--- src/rtl/pc_pkg.sv ---
// -----------------------------------------------------------------------------
// pc_pkg -- shared types and helpers for the fetch-stage program counter.
//
// Contents:
//   pc_sel_t    : which source the PC takes at the next edge.
//   PC_MAX_W    : widest PC the sign-extending adder supports.
//   pc_add_sext : base + sign_extend(offset[width-1:0]), modulo 2^PC_MAX_W.
// -----------------------------------------------------------------------------
package pc_pkg;

  typedef enum logic [2:0] {
    PC_SEQ    = 3'd0,
    PC_BRANCH = 3'd1,
    PC_JUMP   = 3'd2,
    PC_CALL   = 3'd3,
    PC_RET    = 3'd4,
    PC_HOLD   = 3'd5
  } pc_sel_t;

  localparam int unsigned PC_MAX_W = 64;

  // Sign-extends the low 'width' bits of offset to PC_MAX_W bits and adds it
  // to base. The caller keeps only the low PC bits, which gives modulo-2^PC_W
  // wrap in both directions. A mask is used instead of a variable bit index so
  // the same function serves every PC width.
  function automatic logic [PC_MAX_W-1:0] pc_add_sext(
    input logic [PC_MAX_W-1:0] base,
    input logic [PC_MAX_W-1:0] offset,
    input int unsigned         width
  );
    logic [PC_MAX_W-1:0] mask;
    logic [PC_MAX_W-1:0] shifted;
    logic [PC_MAX_W-1:0] ext;
    mask    = (64'd1 << width) - 64'd1;
    shifted = offset >> (width - 32'd1);
    if (shifted[0]) begin
      ext = offset | ~mask;
    end else begin
      ext = offset & mask;
    end
    return base + ext;
  endfunction

endpackage

--- src/rtl/pc_ras.sv ---
// -----------------------------------------------------------------------------
// pc_ras -- circular return-address stack (LIFO).
//
// A push onto a full stack overwrites the oldest entry: the top pointer still
// advances and the count saturates at RAS_DEPTH. A pop on an empty stack is
// ignored. push and pop are never asserted together by the parent.
//
// Ports:
//   clk, rst         : clock, synchronous active-high reset
//   push, push_data  : write push_data as the new top entry
//   pop              : discard the top entry
//   top_data         : current top entry (registered storage, read muxed)
//   count            : valid entries, 0..RAS_DEPTH
//   full, empty      : registered flags, always consistent with count
// -----------------------------------------------------------------------------
module pc_ras #(
  parameter  int unsigned PC_W      = 8,
  parameter  int unsigned RAS_DEPTH = 4,
  localparam int unsigned PTR_W     = $clog2(RAS_DEPTH),
  localparam int unsigned CNT_W     = PTR_W + 1
) (
  input  logic             clk,
  input  logic             rst,
  input  logic             push,
  input  logic             pop,
  input  logic [PC_W-1:0]  push_data,
  output logic [PC_W-1:0]  top_data,
  output logic [CNT_W-1:0] count,
  output logic             full,
  output logic             empty
);

  logic [PC_W-1:0]  mem_q [RAS_DEPTH];
  logic [PC_W-1:0]  mem_d [RAS_DEPTH];
  logic [PTR_W-1:0] top_q, top_d;
  logic [CNT_W-1:0] count_q, count_d;
  logic             full_q, full_d;
  logic             empty_q, empty_d;

  // Next-state for storage, top pointer, count and flags.
  always_comb begin
    mem_d   = mem_q;
    top_d   = top_q;
    count_d = count_q;
    if (push) begin
      // Pointer wraps naturally (power-of-two depth); on a full stack this
      // lands on the oldest entry and overwrites it.
      top_d        = top_q + PTR_W'(1);
      mem_d[top_d] = push_data;
      if (full_q) begin
        count_d = count_q;
      end else begin
        count_d = count_q + CNT_W'(1);
      end
    end else if (pop && !empty_q) begin
      top_d   = top_q - PTR_W'(1);
      count_d = count_q - CNT_W'(1);
    end else begin
      top_d   = top_q;
      count_d = count_q;
    end
    full_d  = (count_d == CNT_W'(RAS_DEPTH));
    empty_d = (count_d == {CNT_W{1'b0}});
  end

  // Pointer, count and flag registers.
  always_ff @(posedge clk) begin
    if (rst) begin
      top_q   <= {PTR_W{1'b0}};
      count_q <= {CNT_W{1'b0}};
      full_q  <= 1'b0;
      empty_q <= 1'b1;
    end else begin
      top_q   <= top_d;
      count_q <= count_d;
      full_q  <= full_d;
      empty_q <= empty_d;
    end
  end

  // Entry storage; contents are meaningless after reset, so no reset here.
  always_ff @(posedge clk) begin
    mem_q <= mem_d;
  end

  assign top_data = mem_q[top_q];
  assign count    = count_q;
  assign full     = full_q;
  assign empty    = empty_q;

endmodule

--- src/rtl/pc_unit.sv ---
// -----------------------------------------------------------------------------
// pc_unit -- parametrised fetch-stage program counter with return-address
// stack.
//
// Update priority per edge: rst > stall > ret_en > call_en > jump_en >
// branch_en > sequential. Lower-priority requests in the same cycle are
// dropped. A return with an empty stack behaves as a sequential step.
//
// Ports:
//   clk, rst           : clock, synchronous active-high reset
//   stall              : hold PC and stack this cycle
//   branch_en/offset   : relative branch, pc + 1 + signed offset
//   jump_en/target     : absolute jump (target also used by call)
//   call_en            : push pc + 1, go to jump_target
//   ret_en             : pop top entry into PC
//   pc                 : registered fetch address
//   pc_next            : combinational value pc takes at the next edge
//   ras_count/empty/full : stack occupancy (registered)
//   ras_err            : sticky over/underflow flag, only with PC_RAS_ERR_EN
//
// Build option: define PC_RAS_ERR_EN to add the ras_err output.
// -----------------------------------------------------------------------------
module pc_unit
  import pc_pkg::*;
#(
  parameter int unsigned     PC_W      = 8,
  parameter int unsigned     RAS_DEPTH = 4,
  parameter logic [PC_W-1:0] RESET_PC  = {PC_W{1'b0}}
) (
  input  logic                       clk,
  input  logic                       rst,
  input  logic                       stall,
  input  logic                       branch_en,
  input  logic [PC_W-1:0]            branch_offset,
  input  logic                       jump_en,
  input  logic [PC_W-1:0]            jump_target,
  input  logic                       call_en,
  input  logic                       ret_en,
  output logic [PC_W-1:0]            pc,
  output logic [PC_W-1:0]            pc_next,
  output logic [$clog2(RAS_DEPTH):0] ras_count,
  output logic                       ras_empty,
  output logic                       ras_full
`ifdef PC_RAS_ERR_EN
  ,
  output logic                       ras_err
`endif
);

  pc_sel_t             sel_s;
  logic [PC_W-1:0]     pc_q, pc_d;
  logic [PC_W-1:0]     pc_plus1_s;
  logic [PC_W-1:0]     pc_branch_s;
  logic [PC_MAX_W-1:0] branch_wide_s;
  logic [PC_W-1:0]     ras_top_s;
  logic                ras_push_s;
  logic                ras_pop_s;

  assign pc_plus1_s    = pc_q + PC_W'(1);
  assign branch_wide_s = pc_add_sext(PC_MAX_W'(pc_plus1_s), PC_MAX_W'(branch_offset), PC_W);
  assign pc_branch_s   = branch_wide_s[PC_W-1:0];

  // Priority select; a return with nothing on the stack falls back to
  // sequential so the stack is left untouched.
  always_comb begin
    sel_s = PC_SEQ;
    if (stall) begin
      sel_s = PC_HOLD;
    end else if (ret_en) begin
      if (ras_empty) begin
        sel_s = PC_SEQ;
      end else begin
        sel_s = PC_RET;
      end
    end else if (call_en) begin
      sel_s = PC_CALL;
    end else if (jump_en) begin
      sel_s = PC_JUMP;
    end else if (branch_en) begin
      sel_s = PC_BRANCH;
    end else begin
      sel_s = PC_SEQ;
    end
  end

  // Next-PC mux; reset overrides everything so pc_next matches what the
  // register will actually load.
  always_comb begin
    pc_d = pc_plus1_s;
    if (rst) begin
      pc_d = RESET_PC;
    end else begin
      case (sel_s)
        PC_HOLD:          pc_d = pc_q;
        PC_RET:           pc_d = ras_top_s;
        PC_CALL, PC_JUMP: pc_d = jump_target;
        PC_BRANCH:        pc_d = pc_branch_s;
        PC_SEQ:           pc_d = pc_plus1_s;
        default:          pc_d = pc_plus1_s;
      endcase
    end
  end

  // PC register.
  always_ff @(posedge clk) begin
    if (rst) begin
      pc_q <= RESET_PC;
    end else begin
      pc_q <= pc_d;
    end
  end

  assign ras_push_s = !rst && (sel_s == PC_CALL);
  assign ras_pop_s  = !rst && (sel_s == PC_RET);

  pc_ras #(
    .PC_W      (PC_W),
    .RAS_DEPTH (RAS_DEPTH)
  ) u_ras (
    .clk       (clk),
    .rst       (rst),
    .push      (ras_push_s),
    .pop       (ras_pop_s),
    .push_data (pc_plus1_s),
    .top_data  (ras_top_s),
    .count     (ras_count),
    .full      (ras_full),
    .empty     (ras_empty)
  );

  assign pc      = pc_q;
  assign pc_next = pc_d;

`ifdef PC_RAS_ERR_EN
  logic err_q, err_d;
  logic underflow_s;
  logic overflow_s;

  // A return always wins arbitration when not stalled, so underflow is any
  // unstalled ret_en on an empty stack; overflow needs the call to win.
  assign underflow_s = !stall && ret_en && ras_empty;
  assign overflow_s  = (sel_s == PC_CALL) && ras_full;

  // Sticky error accumulation.
  always_comb begin
    err_d = err_q;
    if (underflow_s || overflow_s) begin
      err_d = 1'b1;
    end else begin
      err_d = err_q;
    end
  end

  // Error register, cleared only by reset.
  always_ff @(posedge clk) begin
    if (rst) begin
      err_q <= 1'b0;
    end else begin
      err_q <= err_d;
    end
  end

  assign ras_err = err_q;
`endif

endmodule

--- config.mk ---
export PLATFORM = sky130hd
export DESIGN_NAME = pc_unit
export DESIGN_NICKNAME = d
export VERILOG_FILES = /design/src/rtl/pc_pkg.sv /design/src/rtl/pc_ras.sv /design/src/rtl/pc_unit.sv
export SDC_FILE = /design/constraint.sdc
export NUM_CORES = 1
export LEC_CHECK = 0
export ABC_CLOCK_PERIOD_IN_PS = 3170
export CELL_PAD_IN_SITES_DETAIL_PLACEMENT = 2
export CELL_PAD_IN_SITES_GLOBAL_PLACEMENT = 2
export CORE_MARGIN = 3
export CORE_UTILIZATION = 35
export CTS_CLUSTER_DIAMETER = 120
export CTS_CLUSTER_SIZE = 40
export DETAILED_ROUTE_END_ITERATION = 6
export GPL_ROUTABILITY_DRIVEN = 0
export HOLD_SLACK_MARGIN = 0.12
export PLACE_DENSITY_LB_ADDON = 0.1
export SETUP_SLACK_MARGIN = 0.3
export SYNTH_ARGS = -nofsm -noshare
export SYNTH_HDL_FRONTEND = slang
export SYNTH_SLANG_ARGS = --single-unit
--- constraint.sdc ---
create_clock -name clk -period 3.17 [get_ports clk]
set_input_delay 0.634 -clock clk [delete_from_list [all_inputs] [get_ports clk]]
set_output_delay 0.634 -clock clk [all_outputs]
set_load 0.02 [all_outputs]
==> results.py, run 1 <==
metrics = {
    "outcome": {
        "outcome": "aborted with a tool error",
        "lastStage": "5_1_grt",
        "tool.error": "[ERROR DPL-0033] detailed placement checks failed during check placement.",
    },
    "global_routing": {
        "antenna_found_initial": 0,
        "grt_max_degree": 16,
    },
    "placed_design": {
        "dp_slack_ns": -0.8510,
        "dp_hpwl_mm": 7.395,
        "portBuffers": 43,
    },
    "synthesis": {
        "ys_seq_area_share_pct": 48.32,
        "synthCells": 223,
        "yosysTopAreaCell": "edfxtp_1",
        "synth_edf_count": 32,
        "synth_cell_types": 48,
        "yosysWarnings": 0,
        "syn-cell-area_mm2": 0.002610,
        "async_reset_ff_share_pct": 0,
        "synth_top_area_share_pct": 36.82,
        "synth_nets": 261,
        "synth_seq_cells": 47,
        "avgSynthCellArea_um2": 11.70,
        "synthFlopType": "edfxtp_1",
        "netlist_top_cells_area": "edfxtp_1, dfxtp_1, mux4_2",
    },
    "clocking": {
        "htreeDepth": 2,
        "clockRootBuffer": "clkbuf_8",
        "cts_sinks": 47,
        "cts_made_buffers": 5,
        "holdBufCountCts": 0,
        "cts.path.max_buffers": 2,
    },
    "floorplan": {
        "ios": 44,
        "start_util_pct": 37.18,
        "rows": 30,
        "fp.dieW_um": 92.36,
        "die_y_um": 92.36,
    },
    "sta": {
        "postGrtWorstEndpoint": "pc_next[7]",
        "worstEpCategory": "output port",
    },
}
## synthesized netlist by cell type (2+ instances only)
| cell | n |
|---|---|
| inv_1 | 16 |
| nor2b_1 | 3 |
| a31oi_1 | 6 |
| a221oi_1 | 8 |
| mux4_2 | 8 |
| buf_2 | 3 |
| o21a_1 | 3 |
| a222oi_1 | 3 |
| and2_1 | 7 |
| dfxtp_1 | 15 |
| xor2_1 | 5 |
| edfxtp_1 | 32 |
| nor4_1 | 2 |
| ha_1 | 14 |
| nand2_1 | 17 |
| a221o_1 | 4 |
| o21ai_0 | 3 |
| a21o_1 | 3 |
| a211oi_1 | 3 |
| or2_2 | 2 |
| xnor2_1 | 5 |
| nor3_1 | 6 |
| a21oi_1 | 9 |
| clkbuf_1 | 3 |
| nand3_1 | 6 |
| o31ai_1 | 2 |
| nor2_1 | 14 |
## cells by family after synthesis
group,after synthesis,synth area share (%)
simple gates,63,12.27
compound gates,54,16.40
buf+inv,23,3.595
mux,10,7.718
xor+xnor,11,4.218
fa+ha+maj,15,7.479
flops,47,48.32
## through the flow
step	hold WS, ns	instances	cell area [um^2]	setup TNS, ns
3_3_place_gp	0.5667	421	3681	-4.567
2_1_floorplan	0.6003	223	2669	0
4_1_cts	0.6056	443	4085	-0.2631
3_5_place_dp	0.5881	421	3681	-4.937
## timing repair
item / in CTS
pin swaps: 19
endpoints found under the setup margin: 8
resized for setup: 93
setup buffers: 14
==> run 2: changes to the inputs <==
CELL_PAD_IN_SITES_DETAIL_PLACEMENT = unset   (was 2)
CELL_PAD_IN_SITES_GLOBAL_PLACEMENT = unset   (was 2)
CORE_UTILIZATION = 25   (was 35)
CTS_CLUSTER_DIAMETER = unset   (was 120)
CTS_CLUSTER_SIZE = unset   (was 40)
HOLD_SLACK_MARGIN = unset   (was 0.12)
PLACE_DENSITY_LB_ADDON = 0.15   (was 0.1)
SETUP_SLACK_MARGIN = unset   (was 0.3)
==> results.py, run 2 <==
metrics = {
    "clocking": {
        "cts_sinks": 47,
        "cts_made_buffers": 5,
        "cts.clk_slew.worst_paths_ns": 0.10,
        "clockRootBuffer": "clkbuf_8",
        "clk_latency_ns": 0.30,
        "cts.path.max_buffers": 2,
        "htreeDepth": 2,
        "tritoncts": "done",
    },
    "power": {
        "leakage_nw": 1.720,
        "p_sw_share_pct": 29.66,
        "power.switching_mw": 0.5977,
        "power_frac_comb_pct": 37.2,
        "ir_drop_v": 0.0001941,
        "intPower_mw": 1.417,
        "p_per_area_mw_per_mm2": 454.8,
        "p_clk_share_pct": 26.8,
        "seqPwrFrac_pct": 36.0,
    },
    "global_routing": {
        "grt_pass1_wl_mm": 12.49,
        "track_usage_pct": 14.08,
        "antenna_found_initial": 0,
        "grt_overflow": 0,
        "grt_max_degree": 25,
        "grt_pass1_vias": 2448,
    },
    "synthesis": {
        "synth.most_common_cell": "edfxtp_1",
        "synth_nets": 261,
        "avgSynthCellArea_um2": 11.70,
        "synth_cell_types": 48,
        "ys_seq_area_share_pct": 48.32,
        "netlist_top_cells_area": "edfxtp_1, dfxtp_1, mux4_2",
        "synthCells": 223,
        "yosysWarnings": 0,
        "synthFlopType": "edfxtp_1",
        "synth_common_cells": "edfxtp_1, nand2_1, inv_1",
        "async_reset_ff_share_pct": 0,
        "synth_top_area_share_pct": 36.82,
        "syn-cell-area_mm2": 0.002610,
        "synth_edf_count": 32,
        "synth_seq_cells": 47,
        "yosysTopAreaCell": "edfxtp_1",
    },
    "cells_and_area": {
        "drive_gt1_share_pct": 48.91,
        "final_cells": 499,
        "largest-register": "u_ras.mem_q",
        "num_antenna_cells": 0,
        "areaGrowthSynthToFinish_pct": 69.75,
        "final_util_pct": 44.51,
        "fin_nets": 403,
        "final_common_cell": "buf_4",
        "final.fill_count": 930,
        "layout_common_cells": "buf_4, edfxtp_1, clkdlybuf4s50_1, nand2_1",
        "largest_reg_flops": 32,
    },
    "sta": {
        "layout_setup_ws_ns": -0.1120,
        "period_share_pct": 103.5,
        "slew_headroom_pct": 71.31,
        "final_hold_viol_count": 0,
        "min_period_ns": 3.282,
        "report.final.slew_viol_count": 0,
        "tns_ns": -0.1905,
        "rsz0062_at_grt": "yes",
        "fmax_mhz": 304.7,
        "clock_skew_ns": 0.005832,
        "setup_viol": 2,
        "tightest_slew_ns": 0.4303,
    },
    "worst_setup_path": {
        "r2r_slack_ns": 0.20,
        "worstSetupEndpointType": "primary output",
        "critPathMaxFanout": 3,
        "cp.arrival_ns": 2.65,
        "critical_path_class": "reg2out",
        "start_kind": "flip-flop",
        "cp.required_ns": 2.54,
    },
    "floorplan": {
        "start_util_pct": 26.22,
        "coreArea_mm2": 0.009955,
        "rows": 36,
        "die_y_um": 108.2,
        "fp.dieW_um": 108.2,
        "ios": 44,
        "dieArea_mm2": 0.01170,
    },
    "drt": {
        "post_drt_wl_per_cell_um": 15.86,
        "routed_wl_mm": 7.913,
        "dr.pass1.iters": 4,
        "drc": 0,
        "drtAntennaViolNets": 0,
        "vias_per_cell": 4.639,
        "via_count": 2315,
        "initialDrtViolationCount": 63,
    },
    "placed_design": {
        "dp_hpwl_mm": 5.776,
        "placedCellCount": 469,
        "portBuffers": 43,
    },
    "outcome": {
        "outcome": "finished with violations",
        "violations": "setup timing",
    },
    "min_path": {
        "hp-class": "reg2reg",
    },
    "flow_run": {
        "maxCapViolations": 0,
    },
}
## run 2: cell counts after synthesis
No cell type changed its count.
## run 2: logic make-up after synthesis
logic type	Yosys count	synth area share (%)
simple gates	63	12.27
compound gates	54	16.40
flops	47	48.32
buf+inv	23	3.595
fa+ha+maj	15	7.479
xor+xnor	11	4.218
mux	10	7.718
## run 2: power by group through the flow
| stage | clock, mW | combinational (mW) | sequential, mW |
|---|---|---|---|
| final | 0.540 | 0.750 | 0.725 |
| after global routing | 0.586 | 0.811 | 0.728 |
| after CTS | 0.553 | 0.692 | 0.724 |
| after detailed placement | 0 | 0.607 | 0.735 |
| after global placement | 0 | 0.611 | 0.735 |
| after floorplan | 0 | 0.276 | 0.757 |
## run 2: worst paths after layout
path                             start                         to  cells after the start
max                   pc[1]$_SDFF_PP0_                 pc_next[7]                     11
min          u_ras.count[2]$_SDFF_PP0_  u_ras.count[2]$_SDFF_PP0_                      2
max reg2reg           pc[1]$_SDFF_PP0_           pc[7]$_SDFF_PP0_                     17
min reg2reg  u_ras.count[2]$_SDFF_PP0_  u_ras.count[2]$_SDFF_PP0_                      2
## run 2: cell type report
cell class	instances	area [um^2]	area share (%)
Tap cell	133	166.4	3.756
Clock buffer	5	68.82	1.553
Multi-Input combinational cell	153	1564	35.30
Clock inverter	3	71.32	1.610
Sequential cell	47	1269	28.64
Inverter	16	62.56	1.412
Timing Repair Buffer	142	1229	27.73
## run 2: repair_timing
| item | CTS | global route |
|---|---|---|
| pin swaps | 28 | 19 |
| setup endpoints to repair | 8 | 9 |
| setup buffers | 22 | 3 |
| hold endpoints to repair | 0 | 0 |
| hold buffers | 0 | 0 |
| resized for setup | 91 | 30 |
## run 2: layer usage
layer	GRT usage, %	wire length, um	vias up
met5	0	0	-
met4	3.066	78	0
met3	2.448	344	8
met2	24.29	3971	47
met1	18.52	3519	1123
li1	-	-	1137
## run 2: stage by stage
stage | hold slack [ns] | setup WS (ns) | power, mW | cell area (um^2)
2_1_floorplan | 0.5996 | 0.07655 | 1.033 | 2639
3_3_place_gp | 0.5790 | -0.8877 | 1.346 | 3805
3_5_place_dp | 0.5979 | -0.8992 | 1.342 | 3805
4_1_cts | 0.6143 | -0.1512 | 1.969 | 4317
5_1_grt | 0.6499 | -0.2353 | 2.125 | 4431
6_report | 0.6017 | -0.1120 | 2.015 | 4431
## run 2: worst max-delay path: stages (launching register included)
cell	delay, ns
dfxtp_4	0.38
ha_4	0.14
nand3_2	0.08
o21a_1	0.19
or2_4	0.27
ha_4	0.30
a21oi_4	0.05
o211a_1	0.17
nor3_2	0.19
mux2i_2	0.11
a221oi_2	0.26
buf_4	0.19
Note: power is estimated with default switching activity, not from simulation.
==> run 3: changes to the inputs <==
GPL_TIMING_DRIVEN = 0   (was unset)
SYNTH_HIERARCHICAL = 1   (was unset)
==> results.py, run 3 <==
metrics = {
    "outcome": {
        "outcome": "finished with violations",
        "violations": "setup timing",
    },
    "floorplan": {
        "coreArea_mm2": 0.009955,
        "fp.dieW_um": 108.0,
        "start_util_pct": 26.12,
        "rows": 36,
        "ios": 44,
        "dieArea_mm2": 0.01166,
        "die_y_um": 108.0,
    },
    "worst_setup_path": {
        "worst_path_most_repeated_cell": "ha_4",
        "crit_buf_inv": 1,
        "critical_path_class": "reg2out",
        "cp_top_family": "compound AO/OA/AOI/OAI gates",
        "cp.arrival_ns": 2.74,
        "worstSetupEndpointType": "primary output",
        "start_kind": "flip-flop",
        "r2r_slack_ns": -0.16,
        "cp.required_ns": 2.54,
        "critPathMaxFanout": 5,
        "path_cells": "ha_4 > xor2_4 > ha_4 > nor2b_4 > o31a_1 > o21a_1 > o21ai_1 > nand3b_1 > a311oi_4 > buf_6",
        "reg2reg_to": "pc[6]$_SDFF_PP0_",
        "reg2reg_depth": 18,
        "slowest_stage": "dfxtp_4",
        "regToRegStartpoint": "pc[0]$_SDFF_PP0_",
        "cp_slowest_stage_delay_ns": 0.40,
    },
    "sta": {
        "fmax_mhz": 296.0,
        "min_period_ns": 3.379,
        "final_hold_viol_count": 0,
        "report.final.slew_viol_count": 0,
        "layout_setup_ws_ns": -0.2088,
        "period_share_pct": 106.6,
        "setup_viol": 5,
        "clock_skew_ns": 0.009810,
        "tightest_slew_ns": 0.6474,
        "rsz0062_at_grt": "yes",
        "tns_ns": -0.4958,
        "slew_headroom_pct": 56.84,
    },
    "synthesis": {
        "synth_common_cells": "edfxtp_1, nor2_1, dfxtp_1",
        "netlist_top_cells_area": "edfxtp_1, dfxtp_1, mux4_2",
        "synth_top_area_share_pct": 36.96,
        "synth.most_common_cell": "edfxtp_1",
        "async_reset_ff_share_pct": 0,
        "synthCells": 212,
        "synth_edf_count": 32,
        "yosysTopAreaCell": "edfxtp_1",
        "ys_seq_area_share_pct": 48.51,
        "synth_nets": 250,
        "synthFlopType": "edfxtp_1",
        "yosysWarnings": 6,
        "avgSynthCellArea_um2": 12.26,
        "synth_seq_cells": 47,
        "synth_cell_types": 54,
        "syn-cell-area_mm2": 0.002600,
    },
    "global_routing": {
        "grt_overflow": 0,
        "grt_max_degree": 17,
        "track_usage_pct": 12.91,
        "grt_pass1_vias": 2042,
        "antenna_found_initial": 0,
        "grt_pass1_wl_mm": 11.44,
    },
    "clocking": {
        "cts.path.max_buffers": 2,
        "clk_latency_ns": 0.30,
        "htreeDepth": 2,
        "cts_sinks": 47,
        "cts.clk_slew.worst_paths_ns": 0.09,
        "clockRootBuffer": "clkbuf_8",
        "tritoncts": "done",
        "cts_made_buffers": 5,
    },
    "drt": {
        "drtAntennaViolNets": 0,
        "via_count": 2041,
        "dr.pass1.iters": 5,
        "vias_per_cell": 4.836,
        "post_drt_wl_per_cell_um": 17.22,
        "initialDrtViolationCount": 105,
        "routed_wl_mm": 7.266,
        "drc": 0,
    },
    "cells_and_area": {
        "areaGrowthSynthToFinish_pct": 44.61,
        "largest_reg_flops": 32,
        "final_area_mm2": 0.003760,
        "drive_gt1_share_pct": 35.99,
        "num_antenna_cells": 0,
        "layout_common_cells": "edfxtp_1, buf_4, clkdlybuf4s50_1, nor2_1, nand2_1",
        "final_common_cell": "edfxtp_1",
        "largest-register": "u_ras/mem_q",
        "fin_nets": 326,
        "final.fill_count": 974,
        "final_cells": 422,
    },
    "flow_run": {
        "maxCapViolations": 0,
    },
    "power": {
        "p_sw_share_pct": 29.96,
        "seqPwrFrac_pct": 47.8,
        "ir_drop_v": 0.0001660,
        "intPower_mw": 1.039,
        "power_frac_comb_pct": 27.1,
        "p_total_mw": 1.483,
        "leakage_nw": 1.364,
        "power.switching_mw": 0.4445,
        "p_clk_share_pct": 25.1,
        "p_per_area_mw_per_mm2": 394.5,
    },
    "placed_design": {
        "portBuffers": 43,
        "placed_area_mm2": 0.003227,
        "placedCellCount": 388,
        "dp_hpwl_mm": 5.129,
    },
    "min_path": {
        "hold_path_startpoint": "u_ras/count[1]$_SDFF_PP0_",
        "worstHoldPathCells": 2,
        "hold_end": "u_ras/count[1]$_SDFF_PP0_",
        "hp-class": "reg2reg",
    },
}
-- run 3: changes by cell type after synthesis, moves of 4 or more --
cell and change:
inv_1 -5, a221oi_1 -6, nand2_1 -5, a31oi_1 -5, a221o_1 -4, a311oi_1 +10
-- run 3: per-stage QoR --
stage	setup WS, ns	util, %	hold WS [ns]
floorplan	-0.04908	-	0.5853
global placement	-0.8389	32.42	0.5426
detailed placement	-0.8635	32.42	0.5414
CTS	-0.2193	37.04	0.5618
global route	-0.3608	37.77	0.5977
finish	-0.2088	37.77	0.5570
-- run 3: routing by layer --
| metal | wire, um | global-route usage (%) | vias to the layer above |
|---|---|---|---|
| met2 | 3276 | 19.85 | 52 |
| li1 | - | - | 983 |
| met4 | 67 | 2.795 | 0 |
| met5 | 0 | 0 | - |
| met1 | 3525 | 18.73 | 999 |
| met3 | 396 | 2.746 | 7 |
-- run 3: how the worst max path moves through the flow --
stage                     start         end  slack (ns)  depth (start not counted)
2_1_floorplan  pc[0]$_SDFF_PP0_  pc_next[7]       -0.05                         10
3_3_place_gp   branch_offset[0]  pc_next[6]       -0.84                         11
3_5_place_dp   branch_offset[0]  pc_next[6]       -0.86                         11
4_1_cts        pc[0]$_SDFF_PP0_  pc_next[6]       -0.22                         10
5_1_grt        pc[0]$_SDFF_PP0_  pc_next[6]       -0.36                         11
6_report       pc[0]$_SDFF_PP0_  pc_next[6]       -0.21                         10
-- run 3: power groups by stage --
| stage | clock (mW) | combinational (mW) | sequential, mW |
|---|---|---|---|
| 3_5_place_dp | 0 | 0.321 | 0.719 |
| 3_3_place_gp | 0 | 0.322 | 0.719 |
| 6_report | 0.372 | 0.402 | 0.709 |
| 2_1_floorplan | 0 | 0.179 | 0.729 |
| 5_1_grt | 0.418 | 0.437 | 0.713 |
| 4_1_cts | 0.394 | 0.387 | 0.711 |
-- run 3: final cells by class --
type / count / area, um^2 / area share, %
clock buffer: 5 / 68.82 / 1.830
timing repair buffer: 70 / 618.1 / 16.44
buffer: 7 / 50.05 / 1.331
sequential: 47 / 1282 / 34.11
tap: 133 / 166.4 / 4.426
clock inverter: 3 / 22.52 / 0.5990
inverter: 11 / 41.29 / 1.098
multi-input combinational: 146 / 1510 / 40.17
-- run 3: logic make-up (layout without fill, tap and decap cells) --
kind of cell	after synthesis	after routing	synth area share, %
AO/OA/AOI/OAI	47	47	14.34
XOR/XNOR	11	11	4.235
adder cells (fa/ha/maj)	15	15	7.507
buffers and inverters	19	96	3.320
flip-flops	47	47	48.51
multiplexers	8	8	6.930
AND/OR/NAND/NOR	65	65	15.16
-- run 3: worst reg2reg max path, stage by stage (launching register included) --
cell	delay, ns
dfxtp_4	0.40
ha_4	0.18
xor2_4	0.19
ha_4	0.23
nor2b_4	0.12
o31a_1	0.32
o21a_1	0.20
o21ai_1	0.13
nand3b_1	0.17
buf_4	0.19
buf_4	0.12
buf_4	0.12
buf_4	0.12
buf_4	0.12
buf_4	0.12
buf_4	0.12
buf_4	0.12
buf_4	0.12
a311oi_2	0.17
-- run 3: repair_timing --
| action | CTS | global route |
|---|---|---|
| hold buffers | 0 | 0 |
| resized for setup | 84 | 9 |
| buffers inserted | 23 | 4 |
| endpoints found under the setup margin | 8 | 20 |
| hold endpoints to repair | 0 | 0 |
| pin swaps | 17 | 6 |
==> run 4: changes to the inputs <==
ABC_CLOCK_PERIOD_IN_PS = 2700   (was 3170)
clock period = 2.7 ns   (was 3.17 ns; I/O delays follow)
==> results.py, run 4 (same netlist as run 3, synthesis figures left out) <==
metrics = {
    "worst_setup_path": {
        "cp.required_ns": 2.16,
        "worstSetupEndpointType": "primary output",
        "start_kind": "flip-flop",
        "critPathMaxFanout": 4,
        "cp.arrival_ns": 2.76,
        "critical_path_class": "reg2out",
    },
    "min_path": {
        "hp-class": "reg2reg",
    },
    "clocking": {
        "cts.path.max_buffers": 2,
        "tritoncts": "done",
        "htreeDepth": 2,
        "clk_latency_ns": 0.30,
        "holdBufCountCts": 0,
        "cts.clk_slew.worst_paths_ns": 0.10,
        "clockRootBuffer": "clkbuf_8",
        "cts_sinks": 47,
        "cts_made_buffers": 5,
    },
    "sta": {
        "fmax_mhz": 303.4,
        "period_share_pct": 122.1,
        "setup_viol": 8,
        "tightest_slew_ns": 0.6338,
        "tns_ns": -2.847,
        "rsz0062_at_grt": "yes",
        "min_period_ns": 3.296,
        "layout_setup_ws_ns": -0.5959,
        "clock_skew_ns": 0.008670,
        "slew_headroom_pct": 57.74,
        "final_hold_viol_count": 0,
        "report.final.slew_viol_count": 0,
    },
    "global_routing": {
        "track_usage_pct": 13.01,
        "grt_max_degree": 17,
        "antenna_found_initial": 0,
        "grt_pass1_wl_mm": 11.60,
        "grt_pass1_vias": 2138,
        "grt_overflow": 0,
    },
    "cells_and_area": {
        "largest_reg_flops": 32,
        "final.fill_count": 966,
        "largest-register": "u_ras/mem_q",
        "areaGrowthSynthToFinish_pct": 54.91,
        "layout_common_cells": "buf_4, edfxtp_1, clkdlybuf4s50_1, nor2_1, nand2_1",
        "fin_nets": 337,
        "final_common_cell": "buf_4",
        "num_antenna_cells": 0,
        "drive_gt1_share_pct": 41.33,
    },
    "power": {
        "p_per_area_mw_per_mm2": 451.9,
        "power_frac_comb_pct": 29.4,
        "seqPwrFrac_pct": 45.9,
        "p_sw_share_pct": 30.55,
        "intPower_mw": 1.264,
        "p_clk_share_pct": 24.6,
        "power.switching_mw": 0.5560,
        "leakage_nw": 1.434,
        "ir_drop_v": 0.0002697,
    },
    "floorplan": {
        "ios": 44,
        "rows": 36,
        "die_y_um": 108.0,
        "fp.dieW_um": 108.0,
        "start_util_pct": 26.12,
        "coreArea_mm2": 0.009955,
        "dieArea_mm2": 0.01166,
    },
    "placed_design": {
        "dp_hpwl_mm": 5.163,
        "portBuffers": 43,
        "dp_slack_ns": -1.200,
    },
    "outcome": {
        "outcome": "finished with violations",
        "violations": "setup timing",
    },
    "drt": {
        "via_count": 2116,
        "routed_wl_mm": 7.366,
        "post_drt_wl_per_cell_um": 17.01,
        "drtAntennaViolNets": 0,
        "drc": 0,
        "initialDrtViolationCount": 98,
        "vias_per_cell": 4.887,
        "dr.pass1.iters": 4,
    },
    "flow_run": {
        "maxCapViolations": 0,
    },
}
-- run 4: through the flow --
step | hold slack [ns] | std cells | util [%] | power [mW] | instance area [um^2]
after CTS | 0.5698 | 421 | 38.34 | 1.784 | 3816
after floorplan | 0.5853 | 212 | - | 1.088 | 2735
after global routing | 0.6102 | 433 | 40.46 | 1.916 | 4028
after detailed placement | 0.5563 | 388 | 33.47 | 1.245 | 3332
final | 0.5642 | 433 | 40.46 | 1.820 | 4028
after global placement | 0.5470 | 388 | 33.47 | 1.244 | 3332
-- run 4: worst paths after layout --
check | from | end | slack, ns | depth (start not counted)
max | pc[1]$_SDFF_PP0_ | pc_next[6] | -0.60 | 11
min | u_ras/count[0]$_SDFF_PP0_ | u_ras/count[0]$_SDFF_PP0_ | 0.56 | 2
max reg2reg | pc[1]$_SDFF_PP0_ | pc[3]$_SDFF_PP0_ | -0.26 | 18
min reg2reg | u_ras/count[0]$_SDFF_PP0_ | u_ras/count[0]$_SDFF_PP0_ | 0.56 | 2
-- run 4: routing by layer --
metal / GRT usage, % / share of wire [%] / vias to the layer above
met3: 2.866 / 4.7 / 6
met1: 18.29 / 48 / 1045
met2: 20.25 / 47 / 53
met5: 0 / 0 / -
li1: - / - / 1012
met4: 3.607 / 0.95 / 0
-- run 4: timing repair --
action | CTS | global route
resized for setup | 90 | 22
endpoints found under the hold margin | 0 | 0
endpoints found under the setup margin | 44 | 41
setup buffers | 26 | 13
pin swaps | 17 | 26
-- run 4: cell type report --
| cell class | instances | area (um^2) | share of cell area (%) |
|---|---|---|---|
| sequential | 47 | 1285 | 31.90 |
| timing repair buffer | 81 | 721.9 | 17.92 |
| buffer | 7 | 61.31 | 1.522 |
| tap | 133 | 166.4 | 4.132 |
| multi-input combinational | 146 | 1654 | 41.07 |
| inverter | 11 | 46.29 | 1.149 |
| clock buffer | 5 | 68.82 | 1.709 |
| clock inverter | 3 | 23.77 | 0.5902 |
-- run 4: worst max-delay path: stages, from the launching register on --
cell      delay (ns)
dfxtp_4         0.40
ha_4            0.17
buf_12          0.10
xor2_4          0.19
ha_4            0.24
nor2b_4         0.12
o31a_1          0.26
o21a_1          0.21
o21ai_1         0.12
nand3b_1        0.14
a311oi_4        0.33
buf_6           0.16
-- run 4: power groups by stage --
| stage | combinational [mW] | clock [mW] | sequential (mW) |
|---|---|---|---|
| final | 0.536 | 0.448 | 0.836 |
| after detailed placement | 0.396 | 0 | 0.849 |
| after global routing | 0.582 | 0.492 | 0.842 |
| after global placement | 0.395 | 0 | 0.849 |
| after floorplan | 0.228 | 0 | 0.860 |
| after CTS | 0.482 | 0.465 | 0.836 |
==> patch 1: new RTL, settings of run 2 <==
`RAS_DEPTH` is set to 4 in 2 places; all go to 2.
--- a/src/rtl/pc_ras.sv
+++ b/src/rtl/pc_ras.sv
@@ -16,5 +16,5 @@
 module pc_ras #(
   parameter  int unsigned PC_W      = 8,
-  parameter  int unsigned RAS_DEPTH = 4,
+  parameter  int unsigned RAS_DEPTH = 2,
   localparam int unsigned PTR_W     = $clog2(RAS_DEPTH),
   localparam int unsigned CNT_W     = PTR_W + 1
--- a/src/rtl/pc_unit.sv
+++ b/src/rtl/pc_unit.sv
@@ -25,5 +25,5 @@
 #(
   parameter int unsigned     PC_W      = 8,
-  parameter int unsigned     RAS_DEPTH = 4,
+  parameter int unsigned     RAS_DEPTH = 2,
   parameter logic [PC_W-1:0] RESET_PC  = {PC_W{1'b0}}
 ) (
Ports: changed (resized ras_count); port bits go from 44 to 43. The function was not compared with the original's and may differ.
==> patch 1 against run 2 <==
  * Routed wire length is 30% lower
  * Setup slack better by 0.15 ns
  * Non-clock buffer count is 44 lower
  * Maximum frequency increased by 4.9%
  * Cell area fell by 33%
  * Via count decreased by 26%
  * Area after synthesis decreased by 32%
  * Combinational power down 47%
  * First-iteration DRC count is 25% higher
  * Power is 44% lower
  * Sequential cell count shrank 18
  * Register-to-register slack better by 0.80 ns
  * Utilization shrank 1.0 points
  * Largest power group is now sequential cells
==> patch 1: results (changes against run 2) <==
timing:
  relSlewSlack_pct: 69.9  # was 71.3%
  fin_skew_ns: 0.00351  # was 0.00583 ns
synth:
  synth-seq-area-share_pct: 41.6  # was 48.3%
  synth_common_cells: "a21oi_1 (17), edfxtp_1 (16), dfxtp_1 (13), nor2_1 (13), nand2_1 (11)"  # was edfxtp_1 (32), nand2_1 (17), inv_1 (16), dfxtp_1 (15)
  yosys-top-cells-area: "edfxtp_1 (27%), dfxtp_1 (15%), ha_1 (5.6%)"  # was edfxtp_1 (37%), dfxtp_1 (12%), mux4_2 (6.9%)
  synth_edf_count: 16  # was 32
  async_flop_share_pct: 0  # unchanged
  yosysWarnings: 0  # unchanged
  syn_nets: 204  # was 261
  syn_inst: 172  # was 223
  synth_cell_types: 43  # was 48
global_routing:
  grt_usage_pct: 13.5  # was 14.1%
  grt_pass1_wl_mm: 8.54  # was 12.5 mm
  grt_max_degree: 15  # was 25
  antenna_found_initial: 0  # unchanged
layout:
  layout.nets: 303  # was 403
  n_antenna_cell: 0  # unchanged
  largest_reg_flops: 16  # was 32
  largest_register: "u_ras.mem_q"  # unchanged
  drive_gt1_share_pct: 41.2  # was 48.9%
worst_setup_path:
  cp_top_family: "compound AO/OA/AOI/OAI gates"  # unchanged
  slowest_stage: "dfxtp_2"  # was dfxtp_4
  slowest_delay_ns: 0.35  # was 0.38 ns
  worst-path-max-fanout: 4  # was 3
  cp.arrival_ns: 2.49  # was 2.65 ns
placed_design:
  io_buffers: 42  # was 43
  place_area_mm2: 0.00269  # was 0.00380 mm2
  dp_slack_ns: -0.700  # was -0.899 ns
  dp_cells: 357  # was 469
  dp_hpwl_mm: 4.23  # was 5.78 mm
routing:
  vias_per_cell: 4.64  # about the same
  drt-wirelength-per-cell_um: 15.0  # was 15.9 um
  ant_nets: 0  # unchanged
  drt_first_pass_iters: 4  # unchanged
  vias: 1706  # was 2,315
  drt_iter0_drc: 79  # was 63
outcome:
  status: "finished clean"  # was finished, violations left
clock_tree:
  htree_levels: 2  # unchanged
  clkTransAtPathRegs_ns: 0.06  # was 0.10 ns
  root_buffer: "clkbuf_8"  # unchanged
  cts_made_buffers: 5  # unchanged
  clock_latency_ns: 0.28  # was 0.30 ns
  clock_tree.buffer_depth: 2  # unchanged
pwr:
  power.leakage_nw: 1.20  # was 1.72 nW
  vdd_drop_max_mv: 0.132  # was 0.194 mV
min_path:
  hp-class: "reg -> reg"  # unchanged
==> patch 1: cell types whose count changed after synthesis, sizes merged, moves of 5 or more <==
cell    before  now
a21oi       10   18
a221oi       8    1
and2         7    0
edfxtp      32   16
ha          14    8
inv         16    5
mux4         8    0
nand2       17   11
o21ai        4    9
==> patch 1: final timing paths <==
check	startpoint	endpoint	slack [ns]	cells after the start
worst max-delay path	pc[2]	pc_next[4]	0.04	11
worst min-delay path	u_ras.count[0]	u_ras.full	0.56	2
worst max register to register	pc[2]	pc[6]	1.00	11
worst min register to register	u_ras.count[0]	u_ras.full	0.56	2
==> patch 1: layout make-up <==
type	instances	area (um2)
Fill cell	684	3860
Multi-Input combinational cell	132	1170
Timing Repair Buffer	98	836
Sequential cell	29	746
Tap cell	96	120
Clock buffer	7	76.3
Inverter	5	18.8
Clock inverter	1	5.00
==> patch 1: logic make-up after synthesis <==
logic type,Yosys count,synth area share [%]
AOI/OAI and AO/OA,53,21.0
buffers and inverters,11,3.44
DFF,29,41.6
muxes,8,4.78
xor gates and xnor gates,14,7.66
and+or+nand+nor,48,14.8
adders and majority gates,9,6.75
==> patch 1: per-layer routing <==
metal | track usage, % | part of all wire (%)
met1 | 17.9 | 47
met2 | 21.9 | 48
met3 | 2.75 | 3.9
met4 | 4.21 | 1.3
met5 | 0 | 0
==> patch 1: what timing repair did <==
action                                  in CTS  in global routing
resized for setup                           51                 27
hold buffers                                 0                  0
pin swaps                                   10                  9
buffers inserted                             2                  1
endpoints found under the setup margin       8                  8
==> patch 1: power breakdown <==
part           switching (mW)  internal [mW]  total [mW]
clock network           0.133          0.154       0.286
logic                   0.185          0.211       0.396
registers              0.0196          0.417       0.437
total                   0.337          0.782        1.12
==> patch 2: new RTL, settings of run 2 <==
Made on the original files. Register the input `branch_offset` before use, cleared by the reset. The logic sees it one clock later. The other inputs are not delayed to match.
--- a/src/rtl/pc_unit.sv
+++ b/src/rtl/pc_unit.sv
@@ -48,4 +48,14 @@
 );
 
+  logic [PC_W-1:0] branch_offset_q;
+
+  always_ff @(posedge clk) begin
+    if (rst) begin
+      branch_offset_q <= '0;
+    end else begin
+      branch_offset_q <= branch_offset;
+    end
+  end
+
   pc_sel_t             sel_s;
   logic [PC_W-1:0]     pc_q, pc_d;
@@ -58,5 +68,5 @@
 
   assign pc_plus1_s    = pc_q + PC_W'(1);
-  assign branch_wide_s = pc_add_sext(PC_MAX_W'(pc_plus1_s), PC_MAX_W'(branch_offset), PC_W);
+  assign branch_wide_s = pc_add_sext(PC_MAX_W'(pc_plus1_s), PC_MAX_W'(branch_offset_q), PC_W);
   assign pc_branch_s   = branch_wide_s[PC_W-1:0];
 
Behaviour: not the same (Yosys sat finds a counterexample within 4 cycles, from zero or initial values and one cycle with rst high).
==> patch 2 against run 2 <==
  * Cell area fell by 5.3%
  * Setup slack improved by 0.14 ns
  * Area after synthesis rose by 7.3%
  * Sequential cell count rose by 8
  * Die area rose by 6.9%
  * Power fell by 19%
  * Combinational power fell by 42%
  * Maximum frequency rose by 4.3%
  * Final cell count fell by 5.6%
  * Non-clock buffer count fell by 38
  * Clock power fell by 29%
  * Routed wire length fell by 2.1%
  * Synthesized cell count rose by 1.8%
  * Largest power group is now sequential cells
==> patch 2: results (changes against run 2) <==
outcome:
  status: "finished clean"  # was finished, violations left
placed_design:
  dp_slack_ns: -0.445  # was -0.899 ns
  dp_hpwl_mm: 5.94  # was 5.78 mm
  io_buffers: 43  # unchanged
synth:
  yosys-top-cells-area: "edfxtp_1 (34%), dfxtp_1 (16%), mux4_2 (6.4%)"  # was edfxtp_1 (37%), dfxtp_1 (12%), mux4_2 (6.9%)
  syn_nets: 265  # was 261
  synth-seq-area-share_pct: 50.7  # was 48.3%
  synth_cell_types: 47  # was 48
  synth_common_cells: "edfxtp_1 (32), dfxtp_1 (23), inv_1 (15), ha_1 (14), nand2_1 (12)"  # was edfxtp_1 (32), nand2_1 (17), inv_1 (16), dfxtp_1 (15)
pwr:
  power_switching_mw: 0.457  # was 0.598 mW
  vdd_drop_max_mv: 0.210  # was 0.194 mV
  powerSeq_mw: 0.805  # was 0.725 mW
  comb-power_mw: 0.432  # was 0.750 mW
  power.leakage_nw: 1.54  # was 1.72 nW
routing:
  drt_first_pass_iters: 4  # unchanged
  drt-wirelength-per-cell_um: 16.5  # was 15.9 um
  vias_per_cell: 4.68  # was 4.64
  drt_iter0_drc: 110  # was 63
global_routing:
  met1_usage_pct: 15.8  # was 18.5%
  grt_use_met2_pct: 22.1  # was 24.3%
  grt_usage_pct: 12.4  # was 14.1%
  first_global_vias: 2308  # was 2,448
  grt_max_degree: 18  # was 25
  grt_use_met3_pct: 2.34  # was 2.45%
  grt_pass1_wl_mm: 12.2  # was 12.5 mm
worst_setup_path:
  worstReg2RegStart: "pc[0]"  # was pc[1]
  cp-startpoint: "call_en"  # was pc[1]
  worst-path-max-fanout: 5  # was 3
  slowest_delay_ns: 0.55  # was 0.38 ns
  worst-r2r-setup-slack_ns: 1.05  # was 0.20 ns
  cp.arrival_ns: 2.51  # was 2.65 ns
  reg2reg_to: "pc[6]"  # was pc[7]
  cp_top_family: "buffers and inverters"  # was compound AO/OA/AOI/OAI gates
  reg2regPathDepth: 10  # was 17
  slowest_stage: "or4_4"  # was dfxtp_4
layout:
  fillers: 1047  # was 930
  drive_gt1_share_pct: 40.5  # was 48.9%
  layout.nets: 368  # was 403
clock_tree:
  clkTransAtPathRegs_ns: 0.10  # about the same
  cts_resized: 50  # was 91
  cts_setup_buffers: 2  # was 22
  cts_made_buffers: 5  # unchanged
timing:
  finalWorstSetupSlack_ns: 0.0246  # was -0.112 ns
  fin_skew_ns: 0.0186  # was 0.00583 ns
  timing.hold.ws_ns: 0.604  # was 0.602 ns
  relSlewSlack_pct: 66.0  # was 71.3%
min_path:
  hp-class: "reg -> reg"  # unchanged
  worstHoldEndpoint: "u_ras.empty"  # was u_ras.count[2]
==> patch 2: changes by cell type in the layout (fill, tap and decap cells not counted), moves of 4 or more <==
cell             before  now
nor2b_1               2    9
nand2_1              16   12
dfxtp_1              13   18
dfxtp_2               0    4
nor2_1               14    8
buf_4                89   62
xor2_2                4    0
a221o_1               4    0
buf_6                14    3
clkdlybuf4s50_1      28   33
dlygate4sd2_1         4    0
==> patch 2: per-layer routing <==
layer | vias up | wire length, um
met1 | 1088 | 3430
met2 | 38 | 3950
met4 | 0 | 66
met3 | 6 | 298
li1 | 1070 | -
met5 | - | 0
==> patch 2: cells by family (layout without fill, tap and decap cells) <==
kind of cell    count (synthesis)  after routing  synth area share [%]
flops                          55             55                  50.7
buf+inv                        23            127                  4.87
fa+ha+maj                      15             15                  6.97
compound gates                 54             54                  14.3
xor+xnor                       11             11                  3.93
simple gates                   59             59                  12.0
mux                            10             10                  7.15
==> patch 2: cell type report <==
cell class	instances	area [um2]	share of cell area (%)
flip-flops and latches	55	1430	34.1
repair buffers	104	875	20.8
well taps	140	175	4.18
multi-input cells	149	1570	37.4
clock buffers	5	68.8	1.64
inverters	15	58.8	1.40
clock inverters	3	20.0	0.477
==> patch 2: worst min-delay path, delay by kind of cell (launching register included) <==
kind	cells	cell delay, ns
xor gates and xnor gates	1	0.09
AOI/OAI and AO/OA	1	0.13
DFF	1	0.36
==> patch 2: metrics by stage <==
step           cells  total power, mW  utilization, %  cell area [um2]
3_3_place_gp     457             1.19            34.5             3750
4_1_cts          467             1.59            35.8             3900
5_1_grt          471             1.71            38.5             4200
6_report         471             1.62            38.5             4200
3_5_place_dp     457             1.19            34.5             3750
2_1_floorplan    227             1.00               -             2810
